**src/rtl/bullet_collider.sv**
```systemverilog
// Raster-time bullet/asteroid collision detector: accumulates hits over a frame, then
// reports held reset/hit flags and a saturating score. Optional ship collision: BULLET_COLLIDER_SHIP_EN.
module bullet_collider #(
    parameter int NUM_AST     = 8,
    parameter int H_ACTIVE    = 640,
    parameter int V_ACTIVE    = 480,
    parameter int HOLD_CYCLES = 400000,
    parameter int SCORE_W     = 16
) (
    input  logic               clk_25mhz,
    input  logic               resetn,
    input  logic [9:0]         px,
    input  logic [9:0]         py,
    input  logic [3:0]         bullet_pixel,
    input  logic [NUM_AST-1:0] ast_pixel,
    input  logic               ship_pixel,
    output logic [3:0]         bullet_reset,
    output logic [NUM_AST-1:0] ast_hit,
    output logic               ship_hit,
    output logic [SCORE_W-1:0] score
);
    localparam int CNT_W = $clog2(HOLD_CYCLES + 1);
    localparam int PC_W  = $clog2(NUM_AST + 1);
    localparam int SUM_W = SCORE_W + PC_W;
    localparam logic [9:0]       H_LIM     = 10'(H_ACTIVE);
    localparam logic [9:0]       V_LIM     = 10'(V_ACTIVE);
    localparam logic [SUM_W-1:0] SCORE_MAX = {{PC_W{1'b0}}, {SCORE_W{1'b1}}};
    localparam logic [CNT_W-1:0] CNT_LOAD  = CNT_W'(HOLD_CYCLES - 1);

    function automatic logic [PC_W-1:0] popcount(input logic [NUM_AST-1:0] v);
        logic [PC_W-1:0] n;
        n = {PC_W{1'b0}};
        for (int i = 0; i < NUM_AST; i++) begin
            n = n + PC_W'(v[i]);
        end
        return n;
    endfunction

    typedef enum logic [1:0] {
        SCAN   = 2'd0,
        REPORT = 2'd1,
        HOLD   = 2'd2
    } state_t;

    state_t             state_r;
    logic [CNT_W-1:0]   cnt_r;
    logic [3:0]         b_stk_r;
    logic [NUM_AST-1:0] a_stk_r;
    logic [3:0]         bullet_reset_r;
    logic [NUM_AST-1:0] ast_hit_r;
    logic [SCORE_W-1:0] score_r;

    logic               active_s;
    logic               frame_end_s;
    logic [3:0]         b_pair_s;
    logic [NUM_AST-1:0] a_pair_s;
    logic [SUM_W-1:0]   sum_s;
    logic [SCORE_W-1:0] score_next_s;

    // Per-pixel pair detection: a bullet hits if any asteroid shares its pixel, and vice versa.
    always_comb begin
        active_s    = (px < H_LIM) && (py < V_LIM);
        frame_end_s = (px == 10'd0) && (py == V_LIM);
        b_pair_s    = 4'b0000;
        a_pair_s    = {NUM_AST{1'b0}};
        if (active_s) begin
            b_pair_s = bullet_pixel & {4{|ast_pixel}};
            a_pair_s = ast_pixel & {NUM_AST{|bullet_pixel}};
        end else begin
            b_pair_s = 4'b0000;
            a_pair_s = {NUM_AST{1'b0}};
        end
    end

    // Saturating score update from the asteroids destroyed this frame.
    always_comb begin
        sum_s        = {{PC_W{1'b0}}, score_r} + {{SCORE_W{1'b0}}, popcount(a_stk_r)};
        score_next_s = score_r;
        if (sum_s > SCORE_MAX) begin
            score_next_s = SCORE_MAX[SCORE_W-1:0];
        end else begin
            score_next_s = sum_s[SCORE_W-1:0];
        end
    end

    // Frame hit accumulators; REPORT hands them off and restarts accumulation.
    always_ff @(posedge clk_25mhz or negedge resetn) begin
        if (!resetn) begin
            b_stk_r <= 4'b0000;
            a_stk_r <= {NUM_AST{1'b0}};
        end else if (state_r == REPORT) begin
            b_stk_r <= b_pair_s;
            a_stk_r <= a_pair_s;
        end else begin
            b_stk_r <= b_stk_r | b_pair_s;
            a_stk_r <= a_stk_r | a_pair_s;
        end
    end

    // Report/hold sequencer with registered outputs.
    always_ff @(posedge clk_25mhz or negedge resetn) begin
        if (!resetn) begin
            state_r        <= SCAN;
            cnt_r          <= {CNT_W{1'b0}};
            bullet_reset_r <= 4'b0000;
            ast_hit_r      <= {NUM_AST{1'b0}};
            score_r        <= {SCORE_W{1'b0}};
        end else begin
            case (state_r)
                SCAN: begin
                    if (frame_end_s) begin
                        state_r <= REPORT;
                    end
                end
                REPORT: begin
                    bullet_reset_r <= b_stk_r;
                    ast_hit_r      <= a_stk_r;
                    score_r        <= score_next_s;
                    cnt_r          <= CNT_LOAD;
                    state_r        <= HOLD;
                end
                HOLD: begin
                    // A new frame end pre-empts the hold and replaces the outputs.
                    if (frame_end_s) begin
                        state_r <= REPORT;
                    end else if (cnt_r == {CNT_W{1'b0}}) begin
                        bullet_reset_r <= 4'b0000;
                        ast_hit_r      <= {NUM_AST{1'b0}};
                        state_r        <= SCAN;
                    end else begin
                        cnt_r <= cnt_r - CNT_W'(1);
                    end
                end
                default: begin
                    bullet_reset_r <= 4'b0000;
                    ast_hit_r      <= {NUM_AST{1'b0}};
                    state_r        <= SCAN;
                end
            endcase
        end
    end

`ifdef BULLET_COLLIDER_SHIP_EN
    logic ship_hit_r;

    // Ship damage latches until the next hard reset.
    always_ff @(posedge clk_25mhz or negedge resetn) begin
        if (!resetn) begin
            ship_hit_r <= 1'b0;
        end else if (active_s && ship_pixel && (|ast_pixel)) begin
            ship_hit_r <= 1'b1;
        end else begin
            ship_hit_r <= ship_hit_r;
        end
    end

    assign ship_hit = ship_hit_r;
`else
    logic ship_unused_s;
    assign ship_unused_s = ship_pixel;
    assign ship_hit      = 1'b0;
`endif

    assign bullet_reset = bullet_reset_r;
    assign ast_hit      = ast_hit_r;
    assign score        = score_r;

endmodule

```
**config.mk**
```make
export PLATFORM = sky130hd
export DESIGN_NAME = bullet_collider
export DESIGN_NICKNAME = d
export VERILOG_FILES = /design/src/rtl/bullet_collider.sv
export SDC_FILE = /design/constraint.sdc
export NUM_CORES = 1
export LEC_CHECK = 0
export CAP_MARGIN = 15
export CORE_ASPECT_RATIO = 1.4
export CORE_UTILIZATION = 27
export DETAILED_ROUTE_END_ITERATION = 6
export PLACE_DENSITY = 0.52
export SYNTH_ARGS = -nofsm -noshare
export SYNTH_HDL_FRONTEND = slang
export SYNTH_SLANG_ARGS = --single-unit
```
**constraint.sdc**
```tcl
create_clock -name clk_25mhz -period 10.3 [get_ports clk_25mhz]
set_input_delay 3.09 -clock clk_25mhz [delete_from_list [all_inputs] [get_ports clk_25mhz]]
set_output_delay 3.09 -clock clk_25mhz [all_outputs]
set_load 0.02 [all_outputs]
```
Yosys cells after proc, flatten, opt, wreduce, memory -nomap -nowiden
Index checks and enable logic that the tools add are counted.
{"block": "word_totals", "output_inout_bits": 29, "reg_bits": 61}
{"block": "classes", "bitwise": 5, "order_cmp": 3, "add_sub_neg": 9, "n_mux": 18, "reduce_logical": 11, "eq_ne": 8}
{"op": "$mux 19", "n": 2}
{"op": "$pmux 19 s2", "n": 1}
{"op": "$mux 8", "n": 4}
{"op": "$pmux 8 s3", "n": 1}
{"op": "$logic_not 19->1", "n": 1}
{"op": "$sub 19x1->19 const B", "n": 1}
{"op": "$add 16x4->17", "n": 1}
{"op": "$gt 17x16->1 const B", "n": 1}
{"op": "$add 4x1->4", "n": 4}
{"op": "$mux 16", "n": 1}
{"op": "$mux 4", "n": 4}
{"op": "$pmux 4 s3", "n": 1}
{"op": "$eq 10x9->1 const B", "n": 1}
{"op": "$logic_not 10->1", "n": 1}
{"op": "$lt 10x10->1 const B", "n": 1}
{"op": "$lt 10x9->1 const B", "n": 1}
{"op": "$and 8x8->8", "n": 1}
{"op": "$ne 2x2->1 const B", "n": 4}
{"op": "$or 8x8->8", "n": 1}
{"op": "$reduce_or 8->1", "n": 1}
{"op": "$mux 2", "n": 3}
{"op": "$pmux 2 s3", "n": 1}
{"op": "$reduce_and 3->1", "n": 2}
{"op": "$add 3x1->4", "n": 1}
{"op": "13 further kinds", "n": 14}

Depth between registers and ports, before layout
{"block": "depth", "depth_word": 10, "depth_mapped": 13, "ltp_nobuf": 13}

Worst setup path after synthesis
Ideal clock, no wire load.
{"block": "synth_path", "kind": "in2reg", "startpoint": "input px[8]", "endpoint": "register cnt_r[6]", "path_stages": 7, "arrival_ns": 4.599, "n_path_buf": 1, "setup_ns": 0.142, "slack_ns": 5.558, "cell_sequence": "nor4_1 nand2_1 o31ai_1 nor3_2 buf_6 a211oi_2 a31oi_1"}
{"block": "synth_between", "elab_chain_cells": 4}
{"element": "start, declared", "line_no": "12", "rtl": "input logic [9:0] px,"}
{"element": "$logic_not 10->1", "line_no": "63", "rtl": "frame_end_s = (px == 10'd0) && (py == V_LIM);"}
{"element": "$logic_and 1x1->1", "line_no": "63"}
{"element": "$ne 2x2->1 (no source line)"}
{"element": "$reduce_and 3->1 (no source line)"}
{"element": "end signal, assigned", "line_no": "104", "rtl": "cnt_r <= {CNT_W{1'b0}};"}
{"element": "end signal, assigned", "line_no": "131", "rtl": "cnt_r <= cnt_r - CNT_W'(1);"}
{"element": "end, declared", "line_no": "46", "rtl": "logic [CNT_W-1:0] cnt_r;"}
Every way passes these cells.
A chain may end at the register's enable or synchronous reset.

Final worst setup path
{"block": "layout_path", "startpoint": "input px[8]", "endpoint": "register ast_hit_r[6], in the netlist ast_hit[6]"}
{"block": "layout_between", "elab_chain_cells": 4}
{"element": "$logic_not 10->1", "line_no": "63"}
{"element": "$logic_and 1x1->1", "line_no": "63"}
{"element": "$ne 2x2->1 (no source line)"}
{"element": "$reduce_and 3->1 (no source line)"}
{"element": "end signal, assigned", "line_no": "106", "rtl": "ast_hit_r <= {NUM_AST{1'b0}};"}
{"element": "end signal, assigned", "line_no": "117", "rtl": "ast_hit_r <= a_stk_r;"}
{"element": "end signal, assigned", "line_no": "128", "rtl": "ast_hit_r <= {NUM_AST{1'b0}};"}
{"element": "end, declared", "line_no": "50", "rtl": "logic [NUM_AST-1:0] ast_hit_r;"}
Every way passes these cells.

==> results.md <==
* Netlist Area Pre-Place at 3054 sq um
* Grt total ovfl at 0
* Total wire length at 7.324 mm
* Register area share after synthesis at 0.4998
* Ys async rst share at 1.000
* Detailed-route DRC error count at 0
* Starting Density at 0.2796
* Critical path capture point type: flop
* Final Max Tran Viols at 0
* Run status: complete, no violations
* Die span in y at 127.8 microns
* Worst VDD drop at 0.07851 mV
* Global-route wire length before repair at 12.23 mm
* Sinks on Clock Net at 61
* Required @ worst endpoint at 10560 ps
* Area after DPL at 3781 sq um
* # fillers at 1118
* Max clock buf depth at 2
* Row cnt at 45
* Die area at 11750 sq um
* Num CTS Buffers at 9
* Layout Utilization at 0.3741
* Yosys cell types at 42
* Port Buffers at 61
* RSZ-0062 raised after global routing: false
* Synth Area per Inst at 10.21 sq um
* Clk_skew at 4.468 ps
* Ys flop type: dfrtp_1
* Vias/cell at 4.879
* Fin crit period at 5556 ps
* Layout cell share with drive strength beyond 1 at 0.08219
* Clock-pin slew on the worst setup and hold paths at 50 ps
* H-tree depth at 3
* Final setup vio count at 0
* Num ports at 64
* Critical Path Source Type: input port
* Hold-fix buffers, CTS at 0
* Routed len/inst at 14.47 microns
* Yosys warning total at 0
* Fmax at 0.1800 GHz
* Slew @ Worst Pin at 1060 ps
* Post-route cell area at 4086 sq um
* Nets@finish at 408
* Synthesized flop and latch total at 61
* Vias post-DR at 2469
* Post-CTS resize count at 0
* Final worst slack at 4744 ps
* Routability Congestion at 0.7552
* Crit Path Class: in2reg
* Worst Hold Class: reg2reg
* Commonest non-fill, non-tap cell in the layout: dfrtp_1
* Power Dens Cells at 147.6 nW/um^2
* Post-synthesis net count at 346
* Hold Fails Final Rpt at 0
* Detailed placement HPWL at 5.246 mm
* Skew-Pair Late Insertion Delay at 330 ps
* Initial antenna violation count at 0
* MaxCap Viol Count at 0
* Data arrival, critical path at 5820 ps
* Post-route ant nets at 0
* Die width at 91.89 microns
* Clock root buffer: clkbuf_16
* Slew HR at 0.2874
* All-Layer GR Usage at 0.1343
* Synth-to-layout area growth at 33.80%
* TritonRoute pass-1 iters at 4
* Fin Setup TNS at 0 ps
* Largest net degree at the start of global routing at 62
* Initial DRC Count at 108
* Cells after Synth at 299
* Final Power at 0.6031 mW
* Number of synthesized flops with an enable pin at 0
* Leak pwr at 1.692 nW
* Most frequent cells in the layout: dfrtp_1 (61), clkdlybuf4s50_1 (60), nand2_1 (26), nor2_1 (22), a21oi_1 (20)
* Setup WS pre-CTS at 4371 ps
* Core area at 10920 sq um
* Vias in the first global route at 2518
* Crit path max fanout at 12
* Tcrit/Tclk final at 0.5394
* CTS tree: built
* Ant diodes at 0
* Post-CTS Setup Inserts at 0
-- per-stage QoR --
| stage | cells | hold slack, ps |
|---|---|---|
| after floorplan | 299 | 446.4 |
| after global placement | 490 | 468.3 |
| after detailed placement | 490 | 478.9 |
| after CTS | 505 | 486.4 |
| after global routing | 506 | 510.7 |
| final | 506 | 480.9 |
-- synthesized netlist by cell type (all sizes together) (2+ instances only) --
master / count / area, sq um
nand3b: 2 / 15.01
a31oi: 6 / 37.54
nand4: 3 / 18.77
a22o: 18 / 157.7
fa: 5 / 100.1
a211oi: 2 / 25.02
nor3: 14 / 75.07
nor2: 22 / 82.58
and3: 2 / 12.51
or3: 8 / 55.05
o2111ai: 2 / 17.52
nor2b: 5 / 31.28
xnor2: 3 / 26.28
or2: 2 / 12.52
nand2b: 4 / 25.02
nand3: 8 / 40.04
dfrtp: 61 / 1526
nor4: 14 / 102.6
nand2: 26 / 97.59
and4: 2 / 17.52
mux2i: 6 / 60.06
buf: 5 / 42.53
o21ai: 12 / 60.05
mux2: 4 / 45.04
clkbuf: 8 / 30.03
xor2: 3 / 26.28
inv: 15 / 56.30
ha: 7 / 87.58
or4: 3 / 22.52
a21oi: 20 / 100.1
and2: 3 / 18.77
-- flip-flops by register name (all words and copies together) (netlist names) --
name	flops
state_r	2
score	16
cnt_r	19
bullet_reset	4
ast_hit	8
a_stk_r	8
b_stk_r	4
-- critical path, cell delays in order --
cell             delay [ps]
clkdlybuf4s50_1         410
nor4_1                  260
nand2_1                 110
o31ai_1                 890
nor2b_1                 110
nor2_1                  700
a22o_1                  240
-- path summary, 6_finish.rpt --
kind | start | to | slack, ps | cells past startpoint
min reg2reg | cnt_r[13]$_DFFE_PN0P_ | cnt_r[13]$_DFFE_PN0P_ | 480 | 1
max reg2reg | score[0]$_DFFE_PN0N_ | score[14]$_DFFE_PN0N_ | 6310 | 12
min | cnt_r[13]$_DFFE_PN0P_ | cnt_r[13]$_DFFE_PN0P_ | 480 | 1
min in group asynchronous | resetn | bullet_reset[0]$_DFFE_PN0P_ | 2920 | 2
max in group asynchronous | resetn | cnt_r[11]$_DFFE_PN0P_ | 6850 | 2
max | px[8] | ast_hit[6]$_DFFE_PN0P_ | 4740 | 7
-- where the power goes --
| group | internal, mW | switching (mW) | total, mW |
|---|---|---|---|
| registers | 0.251 | 0.0126 | 0.263 |
| logic | 0.0210 | 0.0159 | 0.0369 |
| clock network | 0.198 | 0.105 | 0.303 |
| total | 0.470 | 0.133 | 0.603 |
-- layer usage --
layer  routed length (microns)  GRT usage
met1                      3111     0.1551
met2                      3812     0.2318
met3                       245    0.02906
met4                       156    0.07077
met5                         0          0
-- area by class of cell --
| class | count | area [sq um] | share of cell area |
|---|---|---|---|
| repair buffers | 64 | 625.6 | 0.1531 |
| clock buffers | 11 | 252.7 | 0.06185 |
| flip-flops and latches | 61 | 1526 | 0.3735 |
| well taps | 141 | 176.4 | 0.04317 |
| clock inverters | 4 | 47.55 | 0.01164 |
| inverters | 15 | 56.30 | 0.01378 |
| multi-input cells | 210 | 1401 | 0.3429 |
-- cell families (layout without fill, tap and decap cells) --
logic type                 after synthesis  after routing  share of synthesized area
AOI/OAI and AO/OA                       63             63                     0.1385
xor gates and xnor gates                 6              6                    0.01721
adders and majority gates               12             12                    0.06145
buffers and inverters                   28             94                    0.04219
DFF                                     61             61                     0.4998
muxes                                   10             10                    0.03441
other                                    1              1                   0.001228
and+or+nand+nor                        118            118                     0.2052
Note: power is estimated with default switching activity, not from simulation.
==> variant 1 (config.mk and constraints unchanged) <==
Add a define of `BULLET_COLLIDER_SHIP_EN`.
--- a/src/rtl/bullet_collider.sv
+++ b/src/rtl/bullet_collider.sv
@@ -1,5 +1,7 @@
 // Raster-time bullet/asteroid collision detector: accumulates hits over a frame, then
 // reports held reset/hit flags and a saturating score. Optional ship collision: BULLET_COLLIDER_SHIP_EN.
+`define BULLET_COLLIDER_SHIP_EN
+
 module bullet_collider #(
     parameter int NUM_AST     = 8,
     parameter int H_ACTIVE    = 640,
Behaviour: not the same (Yosys sat finds a counterexample within 4 cycles, from zero or initial values and one cycle with resetn low).
==> variant 1 against the unedited design <==
Wire length up 6.3%. Critical path type unchanged. Critical endpoint is now cnt_r[6]$_DFFE_PN0P_. Count of clock-buffer cells in the layout grew 1. Synthesized area increased by 2.5%. Worst setup slack gained 0.45 ns. Sequential share of layout area down 0.83 points. Highest routed layer unchanged. Final area grew 3.9%. Largest power group unchanged. Sequential cell count grew 1. Total power increased by 3.0%.
==> variant 1: results (changes against the unedited design) <==
| Metric | Value |
|---|---|
| Number of port buffers | 63 (+3.3%) |
| FILL cells | 1147 (+2.6%) |
| DR vias/cell | 5.050 (+3.5%) |
| Final Skew | 0.008219 ns (+0.003751 ns) |
| Post-synthesis cell type count | 49 (+17%) |
| CP max FO | 14 (+2) |
| Detailed Place HPWL | 5.551 mm (+5.8%) |
| Worst R2R Path Depth | 11 (-1) |
| Largest reg by FF count | cnt_r |
| Layout cell share with drive strength beyond 1 | 0.08289 (+0.0006959) |
| # nets final | 416 (+2.0%) |
| Gr usage total | 0.1351 (+0.0007861) |
| Arr. time, crit path | 5.31 ns (-0.51 ns) |
| Vias in the first global route | 2502 (-0.64%) |
| Worst Setup SP | py[2] |
| Post-DR wirelength/cell | 15.03 um (+3.8%) |
| Hold Startpoint | ship_hit$_DFFE_PN0P_ |
| Top post-synthesis cells by area | dfrtp_1, a22o_1, fa_1, ha_1, nand2_1 |
| Worst slew margin | 0.3124 (+0.02509) |
| Synth Net Count | 348 (+0.58%) |
| 1st-iter DRT viols | 90 (-17%) |
| CTS HTree Levels | 3 (unchanged) |
| First-pass GRT wire length | 12.54 mm (+2.6%) |
| Run status | complete, no violations |
| Pleak | 1.762 nW (+4.1%) |
| Worst VDD drop | 0.08753 mV (+11%) |
| Post-DP Area | 3920 um^2 (+3.7%) |
| Worst skew pair latency | 0.33 ns (about the same) |
| Placement Setup Slack | 4.693 ns (+0.3227 ns) |
| Largest net degree at the start of global routing | 63 (+1.6%) |
| Commonest cells post-synth | dfrtp_1, nand2_1, a22o_1, inv_1, nor2_1 |
[variant 1: metrics by stage]
step,instances,utilization
2_1_floorplan,301,-
3_3_place_gp,501,0.3475
3_5_place_dp,501,0.3475
4_1_cts,517,0.3759
5_1_grt,518,0.3766
6_report,518,0.3766
[variant 1: kinds of logic after synthesis]
family                   share of synthesized area
buffers and inverters                      0.03439
multiplexers                               0.02279
flip-flops                                  0.4958
AO/OA/AOI/OAI                               0.1763
XOR/XNOR                                   0.01679
adder cells (fa/ha/maj)                    0.05998
AND/OR/NAND/NOR                             0.1939
[variant 1: routing by layer]
metal | share of wire | track usage | vias to the layer above | routed length (um)
li1 | - | - | 1267 | -
met5 | 0 | 0 | - | 0
met1 | 0.42 | 0.1608 | 1310 | 3300
met4 | 0.010 | 0.04887 | 0 | 80
met3 | 0.021 | 0.03169 | 9 | 161
met2 | 0.54 | 0.2366 | 30 | 4242
[variant 1: worst paths after layout]
kind	to	slack, ns
max in group asynchronous	cnt_r[6]$_DFFE_PN0P_	6.85
min in group asynchronous	ast_hit[4]$_DFFE_PN0P_	2.91
setup reg to reg	score[10]$_DFFE_PN0N_	5.58
setup / recovery	cnt_r[6]$_DFFE_PN0P_	5.20
hold reg to reg	ship_hit$_DFFE_PN0P_	0.45
hold / removal	ship_hit$_DFFE_PN0P_	0.45
[variant 1: layout make-up]
type,instances,area (um^2),share of cell area
clock buffers,12,266.5,0.06274
repair buffers,67,655.6,0.1543
well taps,144,180.2,0.04242
flip-flops and latches,62,1551,0.3652
inverters,18,67.56,0.01591
multi-input cells,211,1473,0.3467
clock inverters,4,53.80,0.01267
[variant 1: power by group through the flow]
stage	sequential (mW)	combinational, mW	clock [mW]
after floorplan	0.266	0.0170	0
after global placement	0.268	0.0380	0
after detailed placement	0.269	0.0385	0
after CTS	0.264	0.0388	0.324
after global routing	0.267	0.0431	0.337
final	0.265	0.0382	0.319
[variant 1: critical path, stage by stage]
cell and delay, ns:
clkdlybuf4s50_1 0.39, or4_1 0.58, nor4b_2 0.32, a211o_1 0.45, nor4_1 0.10, or3b_1 0.36
==> variant 2 (same flow settings) <==
Made on the original files. The 3 states of `state_t` get a one-hot encoding in 3 bits.
--- a/src/rtl/bullet_collider.sv
+++ b/src/rtl/bullet_collider.sv
@@ -36,10 +36,10 @@
         return n;
     endfunction
 
-    typedef enum logic [1:0] {
-        SCAN   = 2'd0,
-        REPORT = 2'd1,
-        HOLD   = 2'd2
+    typedef enum logic [2:0] {
+        SCAN   = 3'b001,
+        REPORT = 3'b010,
+        HOLD   = 3'b100
     } state_t;
 
     state_t             state_r;
Formal check against the unedited RTL: same outputs for any inputs over 10 cycles, from zero or initial values and one cycle with resetn low; not proved beyond that.
==> variant 2 against the unedited design <==
Critical path depth fell by 1. Worst hold slack improved by 0.012 ns. Worst setup slack improved by 0.21 ns. Synthesized area rose by 9.0%. Sequential share of layout area fell by 1.8 points. Wire length rose by 23%. Sequential cell count rose by 1. Final area rose by 7.0%.
Power is not compared: it rests on default switching activity, and its combinational part moved more than twofold at a synthesized area within 25%.
==> variant 2: results (changes against the unedited design) <==
| Metric | Value |
|---|---|
| Inverters | 20 (+5) |
| Placement Setup Slack | 4.581 ns (+0.2102 ns) |
| Top post-synthesis cells by area | dfrtp_1, a22o_1, fa_1, a31oi_1, ha_1 |
| Clk cell area share | 0.07384 (+0.0003566) |
| Maximum clock frequency | 187.2 MHz (+4.0%) |
| Met3 wire length | 468 um (+91%) |
| Gr usage total | 0.1549 (+0.02050) |
| FILL cells | 1205 (+7.8%) |
| Final Util | 0.3662 (-0.007903) |
| Clock Sinks | 62 (+1.6%) |
| Post-DP Area | 4049 um^2 (+7.1%) |
| Vias in the first global route | 2953 (+17%) |
| GR Util met2 | 0.2619 (+0.03012) |
| First-pass GRT wire length | 15.13 mm (+24%) |
| Post-Place Cells | 524 (+6.9%) |
| Sequential portion of the cell area | 0.3552 (-0.01836) |
| DR vias | 2837 (+15%) |
| Slowest cell on the critical path | o311ai_0 |
| Run status | complete, no violations |
| # nets final | 435 (+6.6%) |
| Final hold slack | 0.4933 ns (+0.01240 ns) |
| Slew @ Worst Pin | 1.002 ns (-0.05787 ns) |
| Clk buf depth | 2 (unchanged) |
| Post-DR wirelength/cell | 16.65 um (+15%) |
| #MultiIn Comb | 231 (+10%) |
| Non-clock buffering overhead | 0.1437 (-0.009418) |
| Synth Net Count | 378 (+9.2%) |
| Met1 usage | 0.1865 (+0.03138) |
| Post-Layout Cell Count | 539 (+6.5%) |
| Met3 usage | 0.04224 (+0.01317) |
| Layout cell share with drive strength beyond 1 | 0.07398 (-0.008212) |
| Die Area | 12790 um^2 (+8.8%) |
| Final Skew | 0.005118 ns (+0.0006499 ns) |
| FF-to-FF setup slack | 6.04 ns (-0.27 ns) |
| P_sw | 0.1770 mW |
| Synth Area in Compound Gates | 0.1984 (+0.05995) |
| Worst path max stage delay | 0.56 ns (-0.33 ns) |
| Multi-input gate share of total cell area | 0.3681 (+0.02513) |
| Adder-Cell Fraction of Synth Area | 0.05637 (-0.005080) |
| Post-synthesis mux area share | 0.01804 (-0.01637) |
| Synth Area in XOR/XNOR | 0.01052 (-0.006684) |
| Initial antenna violation count | 0 (unchanged) |
| Sequential share of the synthesized area | 0.4664 (-0.03343) |
| RD Place Congestion | 0.7570 (+0.24%) |
| Synthesized instance count | 331 (+11%) |
| Met2 WL | 4.565 mm (+20%) |
| DRT met1 WL | 3.807 mm (+22%) |
| CTS Buf Count | 9 (unchanged) |
variant 2: logic make-up (layout without fill, tap and decap cells):
family / count (synthesis) / in the layout
compound gates: 91 / 91
xor+xnor: 4 / 4
fa+ha+maj: 12 / 12
buf+inv: 38 / 99
flops: 62 / 62
mux: 6 / 6
other cells: 1 / 1
simple gates: 117 / 117
variant 2: critical path, delay by kind of cell:
family,cells,cell delay [ns]
simple gates,2,0.74
buf+inv,1,0.39
compound gates,3,1.34
variant 2: worst paths after layout:
path / from / to / cells past startpoint
worst max-delay path: px[3] / ast_hit[3]$_DFFE_PN0P_ / 6
worst min-delay path: cnt_r[18]$_DFFE_PN0P_ / cnt_r[18]$_DFFE_PN0P_ / 1
worst max register to register: score[0]$_DFFE_PN0P_ / score[12]$_DFFE_PN0P_ / 11
worst min register to register: cnt_r[18]$_DFFE_PN0P_ / cnt_r[18]$_DFFE_PN0P_ / 1
max in group asynchronous: resetn / cnt_r[3]$_DFFE_PN0P_ / 2
min in group asynchronous: resetn / score[2]$_DFFE_PN0P_ / 2
